$ cat config.mk
export PLATFORM = sky130hd
export DESIGN_NAME = button_event_arbiter
export DESIGN_NICKNAME = d
export VERILOG_FILES = /design/src/rtl/button_event_arbiter.sv
export SDC_FILE = /design/constraint.sdc
export NUM_CORES = 1
export LEC_CHECK = 0
export CAP_MARGIN = 30
export CORE_ASPECT_RATIO = 0.9
export CORE_MARGIN = 5
export CORE_UTILIZATION = 25
export DETAILED_ROUTE_END_ITERATION = 8
export SETUP_SLACK_MARGIN = 0.3
export SYNTH_ARGS = -nofsm -noshare
export SYNTH_HDL_FRONTEND = slang
export SYNTH_SLANG_ARGS = --single-unit
$ cat constraint.sdc
create_clock -name clk -period 1.65 [get_ports clk]
set_clock_uncertainty 0.05 [all_clocks]
set_input_delay 0.33 -clock clk [delete_from_list [all_inputs] [get_ports clk]]
set_output_delay 0.33 -clock clk [all_outputs]
set_load 0.005 [all_outputs]
$ cat src/rtl/button_event_arbiter.sv
// Round-robin arbiter that turns per-channel press pulses into a stream of event IDs for
// one shared consumer.
//
// Each press is latched as a pending bit. Pending channels are granted in round-robin order
// and offered one at a time over a valid/ready handshake. A press on a channel that is
// still pending sets a sticky overflow flag for that channel, so no press is lost unnoticed.
//
// Ports:
//   clk        system clock, rising edge
//   rst_n      synchronous active-low reset
//   req_pulse  one-cycle press pulses, one bit per channel
//   evt_valid  event offered to the consumer
//   evt_id     channel index of the offered event, stable while evt_valid is high
//   evt_ready  consumer accepts when evt_valid && evt_ready
//   pending    registered pending-request bits
//   overflow   sticky per-channel lost-press flags
//   ovf_clr    per-bit clear strobe for overflow; a simultaneous new overflow wins
module button_event_arbiter #(
   parameter int unsigned N_REQ      = 4,
   parameter int unsigned IDW        = 2,
   parameter int unsigned GAP_CYCLES = 0
) (
   input  logic             clk,
   input  logic             rst_n,
   input  logic [N_REQ-1:0] req_pulse,
   output logic             evt_valid,
   output logic [IDW-1:0]   evt_id,
   input  logic             evt_ready,
   output logic [N_REQ-1:0] pending,
   output logic [N_REQ-1:0] overflow,
   input  logic [N_REQ-1:0] ovf_clr
);

   typedef enum logic [1:0] {StIdle, StOffer, StGap} state_e;

   localparam logic [7:0]     GapInit  = 8'(GAP_CYCLES);
   localparam logic [IDW-1:0] LastInit = IDW'(N_REQ - 1);

   state_e           state_q;
   logic             evt_valid_q;
   logic [IDW-1:0]   evt_id_q;
   logic [IDW-1:0]   last_grant_q;
   logic [7:0]       gap_cnt_q;
   logic [N_REQ-1:0] pending_q, pending_d;
   logic [N_REQ-1:0] overflow_q, overflow_d;
   logic [N_REQ-1:0] clr_hit;
   logic             accept;
   logic             pick_found;
   logic [IDW-1:0]   pick_idx;
   logic [IDW-1:0]   scan_idx;

   assign accept = evt_valid_q & evt_ready;

   // A new press beats the clear from its own accept, so a press in the accept cycle
   // re-arms the channel instead of being counted as lost.
   always_comb begin
      clr_hit = '0;
      for (int unsigned i = 0; i < N_REQ; i++) begin
         clr_hit[i] = accept && (evt_id_q == IDW'(i));
      end
      pending_d  = req_pulse | (pending_q & ~clr_hit);
      overflow_d = (req_pulse & pending_q & ~clr_hit) | (overflow_q & ~ovf_clr);
   end

   // Scan starts just after the last granted channel; the modulo keeps indices below
   // N_REQ when it is not a power of two.
   always_comb begin
      pick_found = 1'b0;
      pick_idx   = '0;
      scan_idx   = '0;
      for (int unsigned k = 1; k <= N_REQ; k++) begin
         scan_idx = IDW'((32'(last_grant_q) + k) % N_REQ);
         if (!pick_found && pending_q[scan_idx]) begin
            pick_found = 1'b1;
            pick_idx   = scan_idx;
         end
      end
   end

   always_ff @(posedge clk) begin
      if (!rst_n) begin
         state_q      <= StIdle;
         evt_valid_q  <= 1'b0;
         evt_id_q     <= '0;
         last_grant_q <= LastInit;
         gap_cnt_q    <= '0;
         pending_q    <= '0;
         overflow_q   <= '0;
      end else begin
         pending_q  <= pending_d;
         overflow_q <= overflow_d;
         case (state_q)
            StIdle: begin
               if (pick_found) begin
                  evt_id_q    <= pick_idx;
                  evt_valid_q <= 1'b1;
                  state_q     <= StOffer;
               end
            end
            StOffer: begin
               if (accept) begin
                  evt_valid_q  <= 1'b0;
                  last_grant_q <= evt_id_q;
                  // The IDLE arbitration cycle is itself an idle cycle, so a gap of 0 or 1
                  // needs no extra GAP cycles.
                  if (GAP_CYCLES > 1) begin
                     gap_cnt_q <= GapInit;
                     state_q   <= StGap;
                  end else begin
                     state_q <= StIdle;
                  end
               end
            end
            StGap: begin
               // Leave once the decremented count reaches 1.
               gap_cnt_q <= gap_cnt_q - 8'd1;
               if (gap_cnt_q <= 8'd2) begin
                  state_q <= StIdle;
               end
            end
            default: state_q <= StIdle;
         endcase
      end
   end

   assign evt_valid = evt_valid_q;
   assign evt_id    = evt_id_q;
   assign pending   = pending_q;
   assign overflow  = overflow_q;

endmodule

# After elaboration in Yosys (flattened, before gate mapping)
# Index checks and enable logic that the tools add are counted.
# word_totals
output_inout_bits	11
elab_cells	74
inputBits	11
reg_bits	23
# op_classes
n_lt_le_gt_ge	5
eq_ne	8
reduce_logical	17
bitwise	9
addsub	5
muxes	23
# op_table
op	count
$and 4x4->4	4
$mux 2	7
$lt 2x3->1 const B	4
$mux 1	10
$bmux 1 s2	4
$le 8x2->1 const B	1
$not 4->4	2
$or 4x4->4	2
$sub 8x1->8 const B	1
$logic_and 1x1->1	7
$eq 2x2->1 const B	3
$ne 2x2->1 const B	3
$pmux 2 s3	1
$reduce_and 3->1	2
$add 2x1->2 const B	2
$add 2x2->2 const B	2
$eq 2x1->1 const B	2
$logic_not 2->1	2
$reduce_and 2->1	2
$logic_not 1->1	3
$pmux 1 s2	1
$reduce_bool 2->1	1
$and 1x1->1	1

# Logic depth before layout (Yosys ltp)
# logic_depth
word_depth	15
depth_mapped	4
ltp_nobuf	4

# Least setup slack after synthesis
# OpenSTA, ideal clock, no wires.
# synth_timing
kind	reg-to-reg
start	register evt_valid_q (netlist: evt_valid)
end	register overflow_q[2] (netlist: overflow[2])
t_required_ps	1485
path_buffers	0
path_stages_with_launch	4
setup_ps	115
arrival_time_ps	914
path_slack_ps	571
cell_sequence	dfxtp_1 > nand3_1 > o21a_1 > a31o_1
# synth_between
elab_chain_len	5
# synth_lines
item	line	source
start: declaration	40	logic evt_valid_q;
start signal: assignment	83	evt_valid_q <= 1'b0;
start signal: assignment	96	evt_valid_q <= 1'b1;
start signal: assignment	102	evt_valid_q <= 1'b0;
$and 1x1->1	52	assign accept = evt_valid_q & evt_ready;
$logic_and 1x1->1	59	clr_hit[i] = accept && (evt_id_q == IDW'(i));
$not 4->4	62	overflow_d = (req_pulse & pending_q & ~clr_hit) | (overflow_q & ~ovf_clr);
$and 4x4->4	62	
$or 4x4->4	62	
end signal: assignment	91	overflow_q <= overflow_d;
end: declaration	45	logic [N_REQ-1:0] overflow_q, overflow_d;
# Every way passes these cells.
# A chain may end at the register's enable or synchronous reset.

# Final worst setup path
# layout_timing
start	input port evt_ready
end	register pending_q[0] (netlist: pending[0])
# layout_between
elab_chain_len	5
# layout_lines
item	line	source
start: declaration	28	input logic evt_ready,
$and 1x1->1	52	
$logic_and 1x1->1	59	
$not 4->4	61	pending_d = req_pulse | (pending_q & ~clr_hit);
$and 4x4->4	61	
$or 4x4->4	61	
end signal: assignment	90	pending_q <= pending_d;
end: declaration	44	logic [N_REQ-1:0] pending_q, pending_d;
# Every way passes these cells.

==> metrics.cfg <==
[hold_path]
whs_endpoint = overflow[3]$_SDFF_PN0_
hp-class = register to register
min_from = overflow[3]$_SDFF_PN0_
hold_path_depth = 2

[synthesis]
synth_area_um2 = 563
syn-instance-count = 62
async_reset_ff_frac = 0
synth.net_count = 73
synth-main-ff-cell = dfxtp_1
syn_area_per_cell_um2 = 9.08
yosys_warnings = 0
yosys_register_bits = 13
seq_area_frac_synth = 0.462
synth_edf_count = 0
synth_cell_types = 22

[floorplan]
coreArea_um2 = 2160
dieArea_um2 = 3300
initial_core_util = 0.260
dieHeight_um = 55.0
fp-row-count = 16
ios = 22
die_w_um = 60.0

[setup_path]
worst-endpoint-arrival_ns = 1.41
reg2reg_depth = 5
r2r_end = evt_id[0]$_SDFFE_PN0P_
worstSetupEndpointType = register
startpoint_type = primary input
cp_max_fo = 4
reg2reg_from = pending[0]$_SDFF_PN0_
cp_data_required_time_ns = 1.76
critPathKind = primary input to register
r2r_slack_ns = 0.43

[routing]
ant_nets = 0
dr.pass1.iters = 4
wl_per_cell_um = 12.0
vias = 569
via_per_inst = 4.74
wirelength_mm = 1.44
drt-initial-drc-count = 16
drc = 0

[global_routing]
globalRouteMet1Util = 0.112
gr-total-overflow = 0
antenna_found_initial = 0
grt_pass1_wl_mm = 2.30
grt_pass1_vias = 531
gr-usage-all-layers = 0.0933
use_met2 = 0.160
grt_most_used_layer = met2
grt_util_met3 = 0.0255
grt_max_degree = 12

[layout]
register_area_um2 = 275
n_fill_cell = 236
drive_gt1_frac = 0.237
finalNetCount = 105
layout.cells.non_filler = 120
multi_input_area_um2 = 285
area_delta_synth_final_pct = 57.8
antenna-diode-count = 0

[status]
outcome = finished clean

[place]
place_congestion = 0.775
io_buffers = 21
dpl.cell_count = 114
dp_hpwl_mm = 1.12

[clock_network]
ctsRootBufferMaster = clkbuf_4
htreeDepth = 1
clock_path_buffers = 2
cts.sinks = 13
cts.clk_slew.worst_paths_ns = 0.07
numCtsBuffers = 3
cts_tree = done
clock_latency_ns = 0.27
hold_buffers = 0

[power]
power.clock.fraction = 0.268
ir_worst_vdd_uv = 358
seq_power_share = 0.498
combPwrFrac = 0.234
leakagePower_uw = 0.000407
p_per_area_nw_per_um2 = 806
switchingPower_uw = 187
p_sw_frac = 0.262
p_int_uw = 528

[run]
maxCapViolCount = 0

[timing]
relSlewSlack = 0.813
timing.fmax_ghz = 0.772
slew_violations = 0
setup_viol = 0
setup_tns_ns = 0
finalHoldViolations = 0
min_period_ns = 1.30
rsz0062_at_grt = no
finalCritPeriodShare = 0.785
worst_pin_slew_ns = 0.280

cell families (layout without fill, tap and decap cells):
family	count (synthesis)	in the layout	synth area share
AOI/OAI and AO/OA	17	17	0.211
buffers and inverters	4	35	0.0311
DFF	13	13	0.462
and+or+nand+nor	28	28	0.296
repair_timing:
action	in CTS	in global routing
buffers inserted	2	0
setup endpoints to repair	11	1
gates resized for setup	20	1
cells in the mapped netlist, types with 2 or more instances:
cell / count / area (µm²)
dfxtp_1: 13 / 260
nand2_1: 7 / 26.3
nand3b_1: 2 / 15.0
and3b_1: 2 / 17.5
nand3_1: 7 / 35.0
o21ai_0: 2 / 10.0
a31o_1: 2 / 17.5
nor2_1: 2 / 7.51
a21oi_1: 2 / 10.0
inv_1: 2 / 7.51
nand4_1: 2 / 12.5
buf_2: 2 / 10.0
o21ai_1: 2 / 10.0
o21a_1: 5 / 37.5
nand2b_1: 3 / 18.8
power groups by stage:
stage	logic [µW]	registers, µW	clock network (µW)
3_5_place_dp	164	369	0
4_1_cts	168	357	204
6_report	167	356	192
3_3_place_gp	163	369	0
2_1_floorplan	59.0	376	0
5_1_grt	182	360	218
placed cells by master, fill, tap and decap left out, types with 3 or more instances in the layout:
master / instances
dfxtp_1: 5
nand2_1: 7
nand2b_1: 3
dlygate4sd2_1: 10
buf_4: 8
o21a_1: 5
nand3_1: 7
clkdlybuf4s50_1: 10
dfxtp_2: 6
clkbuf_4: 3
metal layers:
layer	part of all wire	vias up
met5	0	-
met4	0.012	0
met3	0.085	4
met2	0.44	18
met1	0.46	262
li1	-	285
how the worst max path moves through the flow:
| stage | startpoint | endpoint | slack, ns | cells after the start |
|---|---|---|---|---|
| floorplan | evt_valid$_SDFFE_PN0P_ | overflow[2]$_SDFF_PN0_ | 0.57 | 3 |
| CTS | evt_valid$_SDFFE_PN0P_ | evt_valid | 0.15 | 1 |
| global placement | evt_ready | overflow[1]$_SDFF_PN0_ | 0.07 | 4 |
| global route | evt_ready | overflow[1]$_SDFF_PN0_ | 0.33 | 4 |
| detailed placement | evt_ready | overflow[1]$_SDFF_PN0_ | 0.08 | 4 |
| finish | evt_ready | pending[0]$_SDFF_PN0_ | 0.35 | 4 |
state kept, by name, summed over array words and instances (netlist names):
signal and cells:
evt_id 2, pending 4, evt_valid 1, overflow 4
last_grant_q 2
through the flow:
stage	instance area, µm²	setup slack [ns]	total power [µW]	util	hold WS [ns]
final	888	0.355	716	0.411	0.420
after global routing	888	0.330	760	0.411	0.453
after CTS	886	0.153	729	0.410	0.425
after detailed placement	842	0.0780	533	0.389	0.412
after global placement	842	0.0656	532	0.389	0.411
after floorplan	563	0.571	435	-	0.403
area by class of cell:
type | count | share of cell area
Timing Repair Buffer | 29 | 0.293
Multi-Input combinational cell | 45 | 0.321
Tap cell | 27 | 0.0380
Inverter | 2 | 0.00845
Sequential cell | 13 | 0.310
Clock buffer | 4 | 0.0296
critical path: stages:
cell	delay, ns
clkdlybuf4s50_1	0.55
nand2_2	0.10
o31a_1	0.26
o21a_1	0.17
Note: power is estimated with default switching activity, not from simulation.
